==> config.mk <==
export PLATFORM = sky130hd
export DESIGN_NAME = decode_stage
export DESIGN_NICKNAME = d
export VERILOG_FILES = /design/src/rtl/decode_pkg.sv /design/src/rtl/decode_comb.sv /design/src/rtl/decode_stage.sv
export SDC_FILE = /design/constraint.sdc
export NUM_CORES = 1
export LEC_CHECK = 0
export BUFFER_PORTS_ARGS = -buffer_cell sky130_fd_sc_hd__buf_2
export CORE_UTILIZATION = 59
export CTS_CLUSTER_DIAMETER = 100
export CTS_CLUSTER_SIZE = 10
export DETAILED_ROUTE_END_ITERATION = 10
export PLACE_DENSITY = 0.85
export SLEW_MARGIN = 25
export SYNTH_ARGS = -nofsm -noshare
export SYNTH_HDL_FRONTEND = slang
export SYNTH_SLANG_ARGS = --single-unit
==> constraint.sdc <==
create_clock -name clk_i -period 7.07 [get_ports clk_i]
set_clock_uncertainty 0.05 [all_clocks]
set_input_delay 2.121 -clock clk_i [delete_from_list [all_inputs] [get_ports clk_i]]
set_output_delay 2.121 -clock clk_i [all_outputs]
set_load 0.01 [all_outputs]
==> src/rtl/decode_pkg.sv <==
// decode_pkg: shared types and constants for the decode stage.
//   alu_ctrl_t   4-bit ALU operation code handed to execute
//   OPC_*        RV32I/RV64I major opcodes recognised by the decoder
//   dec_entry_t  one decoded instruction (PC and immediate held at 64 bits;
//                the stage drives only the low XLEN bits)
//   st_e         occupancy states of the two-entry decode buffer
// Optional feature macro (consumed elsewhere): DECODE_ILLEGAL_CHECK_EN.
package decode_pkg;

  localparam int XLEN_MAX = 64;

  typedef enum logic [3:0] {
    ALU_AND   = 4'b0000,
    ALU_SLL   = 4'b0001,
    ALU_ADD   = 4'b0010,
    ALU_OR    = 4'b0011,
    ALU_SUB   = 4'b0100,
    ALU_SLT   = 4'b0101,
    ALU_XOR   = 4'b0110,
    ALU_SLTU  = 4'b0111,
    ALU_SRL   = 4'b1000,
    ALU_SRA   = 4'b1001,
    ALU_JALR  = 4'b1010,
    ALU_JAL   = 4'b1011,
    ALU_STORE = 4'b1100,
    ALU_LOAD  = 4'b1101,
    ALU_AUIPC = 4'b1110,
    ALU_NONE  = 4'b1111
  } alu_ctrl_t;

  localparam logic [6:0] OPC_OP     = 7'h33;
  localparam logic [6:0] OPC_OP_IMM = 7'h13;
  localparam logic [6:0] OPC_LOAD   = 7'h03;
  localparam logic [6:0] OPC_STORE  = 7'h23;
  localparam logic [6:0] OPC_BRANCH = 7'h63;
  localparam logic [6:0] OPC_JAL    = 7'h6F;
  localparam logic [6:0] OPC_JALR   = 7'h67;
  localparam logic [6:0] OPC_LUI    = 7'h37;
  localparam logic [6:0] OPC_AUIPC  = 7'h17;

  typedef struct packed {
    logic [XLEN_MAX-1:0] pc;
    logic [4:0]          rs1;
    logic [4:0]          rs2;
    logic [4:0]          rd;
    logic                rd_we;
    logic [2:0]          funct3;
    logic [XLEN_MAX-1:0] imm;
    alu_ctrl_t           alu;
    logic                illegal;
  } dec_entry_t;

  localparam dec_entry_t NOP_ENTRY = '{
    pc: '0, rs1: '0, rs2: '0, rd: '0, rd_we: 1'b0, funct3: '0,
    imm: '0, alu: ALU_NONE, illegal: 1'b0
  };

  typedef enum logic [1:0] {
    ST_EMPTY = 2'd0,
    ST_ONE   = 2'd1,
    ST_FULL  = 2'd2
  } st_e;

  // Register-register / register-immediate ALU op selected by funct3
  // (the funct7/inst[30] variants sub and sra are handled by the caller).
  function automatic alu_ctrl_t alu_from_f3(input logic [2:0] f3);
    case (f3)
      3'd0:    return ALU_ADD;
      3'd1:    return ALU_SLL;
      3'd2:    return ALU_SLT;
      3'd3:    return ALU_SLTU;
      3'd4:    return ALU_XOR;
      3'd5:    return ALU_SRL;
      3'd6:    return ALU_OR;
      default: return ALU_AND;
    endcase
  endfunction

endpackage

==> src/rtl/decode_comb.sv <==
// decode_comb: purely combinational RV32I/RV64I instruction decoder.
//   inst_i [31:0]    instruction word
//   pc_i   [XLEN-1:0] instruction address, copied into the entry
//   dec_o            decoded entry (dec_entry_t)
// Undecodable words come out as NOP_ENTRY. With DECODE_ILLEGAL_CHECK_EN
// defined they also carry illegal = 1, and for XLEN=32 a shift immediate
// with inst[25] set is rejected; otherwise illegal is tied to 0.
module decode_comb
  import decode_pkg::*;
#(
  parameter int XLEN = 32
) (
  input  logic [31:0]     inst_i,
  input  logic [XLEN-1:0] pc_i,
  output dec_entry_t      dec_o
);

`ifdef DECODE_ILLEGAL_CHECK_EN
  localparam bit CHECK_EN = 1'b1;
`else
  localparam bit CHECK_EN = 1'b0;
`endif

  logic [6:0] opc;
  logic [4:0] rd, rs1, rs2;
  logic [2:0] f3;
  logic [6:0] f7;
  logic [XLEN_MAX-1:0] imm_i, imm_s, imm_b, imm_u, imm_j, shamt;

  assign opc = inst_i[6:0];
  assign rd  = inst_i[11:7];
  assign f3  = inst_i[14:12];
  assign rs1 = inst_i[19:15];
  assign rs2 = inst_i[24:20];
  assign f7  = inst_i[31:25];

  assign imm_i = {{52{inst_i[31]}}, inst_i[31:20]};
  assign imm_s = {{52{inst_i[31]}}, inst_i[31:25], inst_i[11:7]};
  assign imm_b = {{51{inst_i[31]}}, inst_i[31], inst_i[7], inst_i[30:25],
                  inst_i[11:8], 1'b0};
  assign imm_u = {{32{inst_i[31]}}, inst_i[31:12], 12'h000};
  assign imm_j = {{43{inst_i[31]}}, inst_i[31], inst_i[19:12], inst_i[20],
                  inst_i[30:21], 1'b0};
  // inst[25] is shamt[5] only on RV64
  assign shamt = (XLEN == 64) ? {58'd0, inst_i[25:20]} : {59'd0, inst_i[24:20]};

  dec_entry_t d;
  logic       bad, writes;

  always_comb begin
    d      = NOP_ENTRY;
    bad    = 1'b0;
    writes = 1'b0;
    case (opc)
      OPC_OP: begin
        d.rs1 = rs1; d.rs2 = rs2; d.rd = rd; d.funct3 = f3; writes = 1'b1;
        if (f7 == 7'h00)                   d.alu = alu_from_f3(f3);
        else if (f7 == 7'h20 && f3 == 3'd0) d.alu = ALU_SUB;
        else if (f7 == 7'h20 && f3 == 3'd5) d.alu = ALU_SRA;
        else                                bad   = 1'b1;
      end
      OPC_OP_IMM: begin
        d.rs1 = rs1; d.rd = rd; d.funct3 = f3; writes = 1'b1;
        d.imm = imm_i;
        d.alu = alu_from_f3(f3);
        if (f3 == 3'd1 || f3 == 3'd5) begin
          d.imm = shamt;
          if (f3 == 3'd5 && inst_i[30]) d.alu = ALU_SRA;
          if (inst_i[31] || inst_i[29:26] != 4'd0 || (f3 == 3'd1 && inst_i[30]))
            bad = 1'b1;
          if (CHECK_EN && XLEN == 32 && inst_i[25]) bad = 1'b1;
        end
      end
      OPC_LOAD: begin
        d.rs1 = rs1; d.rd = rd; d.funct3 = f3; d.imm = imm_i;
        d.alu = ALU_LOAD; writes = 1'b1;
        if (f3 == 3'd7 || ((f3 == 3'd3 || f3 == 3'd6) && XLEN == 32)) bad = 1'b1;
      end
      OPC_STORE: begin
        d.rs1 = rs1; d.rs2 = rs2; d.funct3 = f3; d.imm = imm_s;
        d.alu = ALU_STORE;
        if (f3[2] || (f3 == 3'd3 && XLEN == 32)) bad = 1'b1;
      end
      OPC_BRANCH: begin
        d.rs1 = rs1; d.rs2 = rs2; d.funct3 = f3; d.imm = imm_b;
        d.alu = ALU_NONE;
        if (f3 == 3'd2 || f3 == 3'd3) bad = 1'b1;
      end
      OPC_JAL: begin
        d.rd = rd; d.imm = imm_j; d.alu = ALU_JAL; writes = 1'b1;
      end
      OPC_JALR: begin
        d.rs1 = rs1; d.rd = rd; d.funct3 = f3; d.imm = imm_i;
        d.alu = ALU_JALR; writes = 1'b1;
        if (f3 != 3'd0) bad = 1'b1;
      end
      OPC_LUI: begin
        d.rd = rd; d.imm = imm_u; d.alu = ALU_ADD; writes = 1'b1;
      end
      OPC_AUIPC: begin
        d.rd = rd; d.imm = imm_u; d.alu = ALU_AUIPC; writes = 1'b1;
      end
      default: bad = 1'b1;
    endcase

    d.rd_we = writes && (d.rd != 5'd0);
    if (bad) d = NOP_ENTRY;
    d.illegal = CHECK_EN && bad;
    d.pc = '0;
    d.pc[XLEN-1:0] = pc_i;
  end

  assign dec_o = d;

endmodule

==> src/rtl/decode_stage.sv <==
// decode_stage: registered, handshaked decode stage with a two-entry skid
// buffer between fetch (in_*) and execute (out_*).
//   clk_i, rst_i (sync, active high), flush_i (drops entries + input beat)
//   in_valid_i / in_ready_o, in_inst_i [31:0], in_pc_i [XLEN-1:0]
//   out_valid_o / out_ready_i, out_pc_o, out_rs1_o/out_rs2_o/out_rd_o [4:0],
//   out_rd_we_o, out_funct3_o [2:0], out_imm_o [XLEN-1:0],
//   out_alu_ctrl_o [3:0], out_illegal_o
// Optional feature: DECODE_ILLEGAL_CHECK_EN (illegal-word flagging, inside
// decode_comb).
//
// state    | meaning
// ST_EMPTY | no entries held
// ST_ONE   | head valid, skid empty
// ST_FULL  | head and skid valid, input stalled
module decode_stage
  import decode_pkg::*;
#(
  parameter int XLEN = 32
) (
  input  logic            clk_i,
  input  logic            rst_i,
  input  logic            flush_i,
  input  logic            in_valid_i,
  output logic            in_ready_o,
  input  logic [31:0]     in_inst_i,
  input  logic [XLEN-1:0] in_pc_i,
  output logic            out_valid_o,
  input  logic            out_ready_i,
  output logic [XLEN-1:0] out_pc_o,
  output logic [4:0]      out_rs1_o,
  output logic [4:0]      out_rs2_o,
  output logic [4:0]      out_rd_o,
  output logic            out_rd_we_o,
  output logic [2:0]      out_funct3_o,
  output logic [XLEN-1:0] out_imm_o,
  output logic [3:0]      out_alu_ctrl_o,
  output logic            out_illegal_o
);

  st_e        state_q, state_d;
  dec_entry_t head_q, skid_q, dec;
  logic       accept, pop;

  decode_comb #(.XLEN(XLEN)) u_decode_comb (
    .inst_i (in_inst_i),
    .pc_i   (in_pc_i),
    .dec_o  (dec)
  );

  // in_ready depends only on the state register, never on out_ready
  assign accept = in_valid_i && in_ready_o && !flush_i;
  assign pop    = out_valid_o && out_ready_i;

  always_ff @(posedge clk_i) begin
    if (rst_i) state_q <= ST_EMPTY;
    else       state_q <= state_d;
  end

  always_comb begin
    state_d = state_q;
    if (flush_i) begin
      state_d = ST_EMPTY;
    end else begin
      case (state_q)
        ST_EMPTY: if (accept) state_d = ST_ONE;
        ST_ONE: begin
          if (accept && !pop)      state_d = ST_FULL;
          else if (pop && !accept) state_d = ST_EMPTY;
        end
        ST_FULL:  if (pop) state_d = ST_ONE;
        default:  state_d = ST_EMPTY;
      endcase
    end
  end

  always_comb begin
    in_ready_o  = (state_q != ST_FULL);
    out_valid_o = (state_q != ST_EMPTY);
  end

  always_ff @(posedge clk_i) begin
    if (rst_i || flush_i) begin
      head_q <= NOP_ENTRY;
      skid_q <= NOP_ENTRY;
    end else begin
      case (state_q)
        ST_EMPTY: if (accept) head_q <= dec;
        ST_ONE: begin
          if (accept && pop) head_q <= dec;
          else if (accept)   skid_q <= dec;
        end
        ST_FULL:  if (pop) head_q <= skid_q;
        default: ;
      endcase
    end
  end

  assign out_pc_o       = head_q.pc[XLEN-1:0];
  assign out_rs1_o      = head_q.rs1;
  assign out_rs2_o      = head_q.rs2;
  assign out_rd_o       = head_q.rd;
  assign out_rd_we_o    = head_q.rd_we;
  assign out_funct3_o   = head_q.funct3;
  assign out_imm_o      = head_q.imm[XLEN-1:0];
  assign out_alu_ctrl_o = head_q.alu;
  assign out_illegal_o  = head_q.illegal;

  // upper PC/immediate bits are unused when XLEN=32
  logic unused_head;
  assign unused_head = ^head_q;

endmodule
### Yosys cells after proc, flatten, opt, wreduce, memory -nomap -nowiden

Index checks and enable logic that the tools add are counted.

| operators by class | value |
|---|---|
| $add $sub $neg | 0 |
| multiply operators | 0 |
| div/mod/pow operators | 0 |
| order comparisons | 0 |
| equal/unequal tests | 24 |
| shift operators | 0 |
| multiplexer cells | 33 |
| bitwise operators | 1 |
| reduce and logical (&&, ||, !) cells | 40 |

Operators by type and width:

| operator | number |
|---|---|
| $pmux W64 S6 | 1 |
| $mux W120 | 3 |
| $pmux W120 S3 | 1 |
| $mux W88 | 1 |
| $mux W68 | 1 |
| $pmux W4 S8 | 1 |
| $eq A7 B6 Y1 const B | 4 |
| $pmux W4 S7 | 1 |
| $eq A7 B7 Y1 const B | 3 |
| $mux W5 | 3 |
| $eq A7 B5 Y1 const B | 2 |
| $eq A3 B3 Y1 const B | 4 |
| $mux W4 | 3 |
| $logic_and A1 B1 Y1 | 11 |
| $mux W1 | 10 |
| $logic_or A1 B1 Y1 | 8 |
| $mux W2 | 4 |
| $ne A2 B2 Y1 const B | 4 |
| $eq A7 B2 Y1 const B | 1 |
| $logic_not A7 Y1 | 1 |
| $pmux W1 S7 | 1 |
| $reduce_or A7 Y1 | 1 |
| $eq A3 B2 Y1 const B | 2 |
| $mux W3 | 2 |
| 18 further kinds | 25 |

| storage, ports and cells | value |
|---|---|
| register bits | 209 |
| latch bits | 0 |
| RAM bits | 0 |
| ROM bits | 0 |
| input bits | 69 |
| output and inout port bits | 90 |
| word-level logic and storage cells | 116 |
| memories kept | 0 |

### Logic depth before layout (Yosys ltp)

Gate-level depths: netlist (run 1).

| logic depth | value |
|---|---|
| depth in word-level cells | 9 |
| mapped depth | 13 |
| mapped depth without buffers | 8 |

### Modules after synthesis

A second synthesis (run 1) with hierarchy kept.

| unflattened totals | value |
|---|---|
| cells, all modules | 1,141 |
| area, all modules | 9,604.2 um^2 |

Modules (own cells, without submodules):

| module | times used | cells an instance | area each (um^2) | sequential area each (um^2) |
|---|---|---|---|---|
| decode_stage | 1 | 822 | 7,654.8 | 3,563.4 |
| decode_comb | 1 | 319 | 1,949.4 | 0.0 |

### Worst setup path before layout (run 1)

OpenSTA, ideal clock, no wires.

| timing path | value |
|---|---|
| kind | input to register |
| start point | input flush_i |
| end point | register skid_q[34] (netlist bit) |
| setup time | 0.067 ns |
| arrival time | 3.920 ns |
| slack | 3.032 ns |
| cell stages on the path | 9 |
| buffers on the path | 2 |
| cell sequence | nor3b_1 -> ha_1 -> and2_1 -> clkbuf_1 -> nand2_1 -> or3_4 -> or2_1 -> buf_6 -> o21ai_2 |

| between the ends | value |
|---|---|
| word-level cells in the longest chain between the ends | 5 |

RTL lines:

| what | RTL line | source |
|---|---|---|
| start, declared | decode_stage.sv:22 | `input logic flush_i,` |
| $logic_not A1 Y1 | decode_stage.sv:51 | `assign accept = in_valid_i && in_ready_o && !flush_i;` |
| $logic_and A1 B1 Y1 | decode_stage.sv:51 |  |
| $logic_and A1 B1 Y1 | decode_stage.sv:89 | `if (accept && pop) head_q <= dec;` |
| $not A1 Y1 (no line) | -- |  |
| $reduce_and A3 Y1 (no line) | -- |  |
| end signal, assigned | decode_stage.sv:84 | `skid_q <= NOP_ENTRY;` |
| end signal, assigned | decode_stage.sv:90 | `else if (accept) skid_q <= dec;` |
| end, declared | decode_stage.sv:41 | `dec_entry_t head_q, skid_q, dec;` |

Parallel ways exist; a longest one is shown, timed or not.
A chain may end at the register's enable or synchronous reset.

### Final worst setup path (run 1)

| timing path | value |
|---|---|
| start point | input flush_i |
| end point | register skid_q[71] (netlist bit) |

Same word-level chain as after synthesis.

==> results of run 1 <==
-- sequential cells by signal, indices dropped and copies added (netlist names) --
register and count:
out_rd_o 5, out_imm_o 32, skid_q 87, out_rs1_o 5, out_funct3_o 3, out_rd_we_o 1, out_rs2_o 5, out_alu_ctrl_o 4
state_q 2, out_pc_o 32
-- through the flow --
stage | power, W | std cells | setup slack [ps] | util [%]
after floorplan | 0.001141 | 881 | 3032 | -
after global routing | 0.002227 | 1168 | 2194 | 71.60
after CTS | 0.002166 | 1168 | 2439 | 71.60
final | 0.002161 | 1168 | 2331 | 71.60
after global placement | 0.001206 | 1136 | 2097 | 66.48
after detailed placement | 0.001210 | 1137 | 2016 | 66.70
-- per-layer routing --
metal	wire length [um]	GRT usage [%]	share of wire [%]	vias up
met5	0	0	0	-
met4	533	13.08	2.6	0
met3	1584	7.061	7.7	54
met2	9730	49.33	47	323
met1	8688	40.09	42	3411
li1	-	-	-	3433
-- cell type report --
cell class / instances / area (um2) / share of cell area [%]
well taps: 172 / 215.2 / 2.382
repair buffers: 167 / 880.8 / 9.748
flip-flops and latches: 176 / 3523 / 38.99
clock inverters: 6 / 93.84 / 1.038
inverters: 7 / 26.28 / 0.2908
multi-input cells: 615 / 3771 / 41.73
clock buffers: 25 / 525.5 / 5.816
-- worst paths after layout --
check | startpoint | end
worst max-delay path | flush_i | skid_q[71]
worst min-delay path | skid_q[101] | skid_q[101]
worst max register to register | state_q[0] | skid_q[71]
worst min register to register | skid_q[101] | skid_q[101]
-- worst max-delay path: stages --
cell and delay, ps:
buf_2 120, nor3b_1 420, ha_1 270, and2_1 130, buf_4 360, nand2_1 190, nor4_4 810, and2_1 420
a22o_1 180
-- kinds of logic after synthesis --
group | after synthesis | synth area share, %
AOI/OAI and AO/OA | 333 | 31.14
and+or+nand+nor | 276 | 16.92
DFF | 176 | 46.04
buffers and inverters | 90 | 5.133
adders and majority gates | 3 | 0.4905
xor gates and xnor gates | 2 | 0.2289
other | 1 | 0.04900
-- power by group through the flow --
stage	combinational (W)	clock [W]	sequential, W
detailed placement	0.000171	0	0.00104
global placement	0.000168	0	0.00104
CTS	0.000173	0.000976	0.00102
finish	0.000174	0.000970	0.00102
floorplan	0.0000952	0	0.00105
global route	0.000192	0.00102	0.00102
-- synthesized netlist by cell type (7+ instances only) --
cell | instances | share of area (%)
a21o_1 | 12 | 1.2
a21oi_1 | 79 | 5.2
a221oi_1 | 17 | 1.9
a22o_1 | 31 | 3.5
a22oi_1 | 11 | 1.1
a2bb2oi_1 | 7 | 0.80
a311oi_1 | 33 | 3.8
a32o_1 | 11 | 1.4
a32oi_1 | 20 | 2.3
buf_2 | 11 | 0.72
clkbuf_1 | 64 | 3.1
dfxtp_1 | 176 | 46
inv_1 | 7 | 0.34
nand2_1 | 157 | 7.7
nor2_1 | 64 | 3.1
o21ai_0 | 66 | 4.3
o21ai_2 | 10 | 1.1
==> results.toml, run 1 <==
[drt]
viasPerCell = 6.182
drtPass1Iterations = 5
routedWlPerCell_um = 17.58
remaining_drc_errors = 0
wl_mm = 20.54
drt_iter0_markers = 670
drtAntennaViolNets = 0
vias = 7221

[logic_synthesis]
synth-warning-count = 0
synth_edf_count = 0
syn_nets = 953
synthFlopType = "dfxtp_1"
ys_ff_latch = 176
post_synth_instance_area_um2 = 7654
post_synth.cell_area_avg_um2 = 8.687
synth_cells = 881
synth.distinct_cells = 68
seq_area_frac_synth_pct = 46.04
synthArstFlopShare_pct = 0

[worst_hold_path]
hold_depth = 2
min_path_type = "flop to flop"

[grt]
grt_antenna_before_repair = 0
grt_pass1_wl_mm = 32.12
grt_util_all_layers_pct = 30.84
grt_pass1_vias = 6334
grt_max_degree = 101
gr-total-overflow = 0

[timing]
rsz0062_at_grt = "no"
relSlewSlack_pct = 30.51
clock.fmax_ghz = 0.2110
setup_violations = 0
layout_min_cycle_time_ps = 4739
whs_ps = 404.6
worst_pin_slew_ps = 1035
min_period_over_period_pct = 67.03
finalHoldViolCount = 0
fin_tns_setup_ps = 0
finalMaxSlewViolations = 0

[power]
netSwitchingPower_w = 0.0005043
cellLeakagePower_nw = 3.704
p_seq_share_pct = 47.1
p_clk_share_pct = 44.9
internal_power_w = 0.001657
p_comb_share_pct = 8.1
ir_drop_v = 0.0001794
p_sw_share_pct = 23.33
p_per_area_nw_per_um2 = 239.2

[clocking]
clk_latency_ps = 430
cts_max_level = 4
cts_root_buf = "clkbuf_16"
clock_sinks = 176
cts_setup_buffers = 0
cts_tree = "done"
path_clk_slew_ps = 60
cts_buffers = 17
cts_hold_buf = 0
ctsResizeCount = 0
clock_path_buffers = 2

[placed_design]
dp_hpwl_mm = 13.03
placed_area_um2 = 8417
numPortBuffers = 157
gp_congestion = 0.8951

[floorplan]
start_util_pct = 60.65
placeableCoreArea_um2 = 12620
num_io_pins = 159
fp.dieW_um = 115.9
fp.dieArea_um2 = 13430
rows = 41
die_h_um = 115.9

[final_layout]
final_cell_area_um2 = 9036
fin_nets = 1056
num_antenna_cells = 0
num-fill-cells = 1016
layout_commonest_cell = "dfxtp_1"
syn_to_final_growth_pct = 18.06
final_cell_mix = "dfxtp_1 (176), nand2_1 (157), buf_2 (157)"
drive_gt1_share_pct = 23.59

[setup_path]
r2r_cells = 9
critPathArrivalTime_ps = 5060
required_ps = 7390
critPathLaunchType = "input pin"
cp-end-kind = "flop"
critPathMaxFanout = 34
r2r_slack_ps = 3660
critPathKind = "input pin to flop"

[flow_run]
maxCapViolCount = 0

[status]
status = "finished, final reports clean"
(Power assumes the default switching activity.)
==> run 2, diff against run 1 <==
CORE_UTILIZATION = 55   (was 59)
PLACE_DENSITY = 0.8   (was 0.85)
clock period = 4.96 ns   (was 7.07 ns; I/O delays follow)
==> run 2 against run 1 <==
Design area rose by 0.73%. First-iteration DRC count is 28% higher. Count of clock-buffer cells in the layout shrank 5.
==> results.toml, run 2 (synthesis results as in run 1) <==
[status]
status = "finished, final reports clean"

[setup_path]
required_ps = 5260
critPathKind = "input pin to flop"
critPathArrivalTime_ps = 3820
critPathLaunchType = "input pin"
cp-end-kind = "flop"
r2r_cells = 8
reg2reg_from = "state_q[0]"
critPathMaxFanout = 13
r2r_slack_ps = 2320
timing.rr.end = "skid_q[19]"

[final_layout]
syn_to_final_growth_pct = 18.93
num_antenna_cells = 0
fin_nets = 1062
largest_register_ffs = 87
final_cell_mix = "dfxtp_1 (176), nand2_1 (157), buf_2 (157)"
top_register = "skid_q"
fin_cells = 1178
num-fill-cells = 1072
drive_gt1_share_pct = 24.05
layout_commonest_cell = "dfxtp_1"

[placed_design]
dp_hpwl_mm = 13.73
dp.cells = 1147
gp_congestion = 0.9007
post-place-ws_ps = 1111
numPortBuffers = 157

[power]
cellLeakagePower_nw = 3.746
internal_power_w = 0.002440
p_comb_share_pct = 8.0
ir_drop_v = 0.0002365
netSwitchingPower_w = 0.0007170
p_per_area_nw_per_um2 = 346.9
p_clk_share_pct = 46.0
p_sw_share_pct = 22.71
p_seq_share_pct = 46.0

[clocking]
clk_latency_ps = 420
clock_sinks = 176
clock_path_buffers = 2
cts_tree = "done"
cts_buffers = 17
ctsResizeCount = 0
cts_setup_buffers = 0
path_clk_slew_ps = 60
cts_max_level = 4
cts_root_buf = "clkbuf_16"
cts_hold_buf = 0

[timing]
setup_slack_ps = 1441
finalHoldViolCount = 0
whs_ps = 406.1
layout_min_cycle_time_ps = 3519
fin_tns_setup_ps = 0
clock.fmax_ghz = 0.2842
setup_violations = 0
relSlewSlack_pct = 40.09
min_period_over_period_pct = 70.95
finalMaxSlewViolations = 0
rsz0062_at_grt = "no"
worst_pin_slew_ps = 896.5

[drt]
routedWlPerCell_um = 18.03
drtPass1Iterations = 6
viasPerCell = 6.154
wl_mm = 21.23
drtAntennaViolNets = 0
remaining_drc_errors = 0
vias = 7250
drt_iter0_markers = 859

[grt]
grt_antenna_before_repair = 0
grt_pass1_wl_mm = 33.35
grt_max_degree = 77
gr-total-overflow = 0
grt_util_all_layers_pct = 29.53
grt_pass1_vias = 6532

[worst_hold_path]
hp-start = "skid_q[106]"
hold_end = "skid_q[106]"
min_path_type = "flop to flop"
hold_depth = 2

[floorplan]
num_io_pins = 159
fp.dieArea_um2 = 14390
die_h_um = 120.0
start_util_pct = 57.11
placeableCoreArea_um2 = 13400
rows = 42
fp.dieW_um = 120.0

[flow_run]
maxCapViolCount = 0
run 2: changes by cell type in the layout (fill, tap and decap cells not counted), sizes merged:
cell / before / now
clkbuf: 25 / 20
bufinv: 2 / 5
buf: 167 / 173
clkinv: 2 / 5
inv: 8 / 7
run 2: worst max path at each step:
stage,end,cells after the start,slack [ps],from
2_1_floorplan,skid_q[34],9,1560,flush_i
4_1_cts,out_rs1_o[3],8,1540,in_inst_i[4]
3_5_place_dp,out_rs1_o[2],8,1110,in_inst_i[4]
3_3_place_gp,out_rs1_o[1],8,1190,in_inst_i[4]
6_report,out_rs1_o[3],8,1440,in_inst_i[4]
5_1_grt,skid_q[86],7,1290,in_inst_i[4]
run 2: layout make-up:
| cell class | instances | area (um2) | share of cell area [%] |
|---|---|---|---|
| multi-input cells | 615 | 3771 | 41.43 |
| flip-flops and latches | 176 | 3523 | 38.71 |
| repair buffers | 173 | 918.4 | 10.09 |
| clock buffers | 20 | 456.7 | 5.017 |
| well taps | 176 | 220.2 | 2.419 |
| clock inverters | 11 | 186.4 | 2.048 |
| inverters | 7 | 26.28 | 0.2887 |
run 2: worst max-delay path, cell delays in order:
cell and delay [ps]:
buf_2 180, nor2b_1 380, and3_1 440, o31ai_4 170
nor3_2 530, buf_4 320, a32oi_1 120, a21oi_1 190
run 2: metal layers:
metal | global-route usage [%] | up-vias | routed length (um)
li1 | - | 3441 | -
met1 | 39.51 | 3453 | 9158
met2 | 45.83 | 315 | 9981
met3 | 5.989 | 41 | 1599
met4 | 13.20 | 0 | 495
met5 | 0 | - | 0
run 2: metrics by stage:
| step | total power [W] | instance area, um2 | utilization, % |
|---|---|---|---|
| floorplan | 0.001627 | 7654 | - |
| global placement | 0.001727 | 8459 | 63.13 |
| detailed placement | 0.001729 | 8459 | 63.13 |
| CTS | 0.003169 | 9102 | 67.93 |
| global route | 0.003250 | 9102 | 67.93 |
| finish | 0.003157 | 9102 | 67.93 |
run 2: power by group through the flow:
stage	clock [W]	combinational, W	sequential (W)
5_1_grt	0.00152	0.000276	0.00145
6_report	0.00145	0.000253	0.00145
4_1_cts	0.00147	0.000250	0.00145
2_1_floorplan	0	0.000136	0.00149
3_5_place_dp	0	0.000248	0.00148
3_3_place_gp	0	0.000246	0.00148
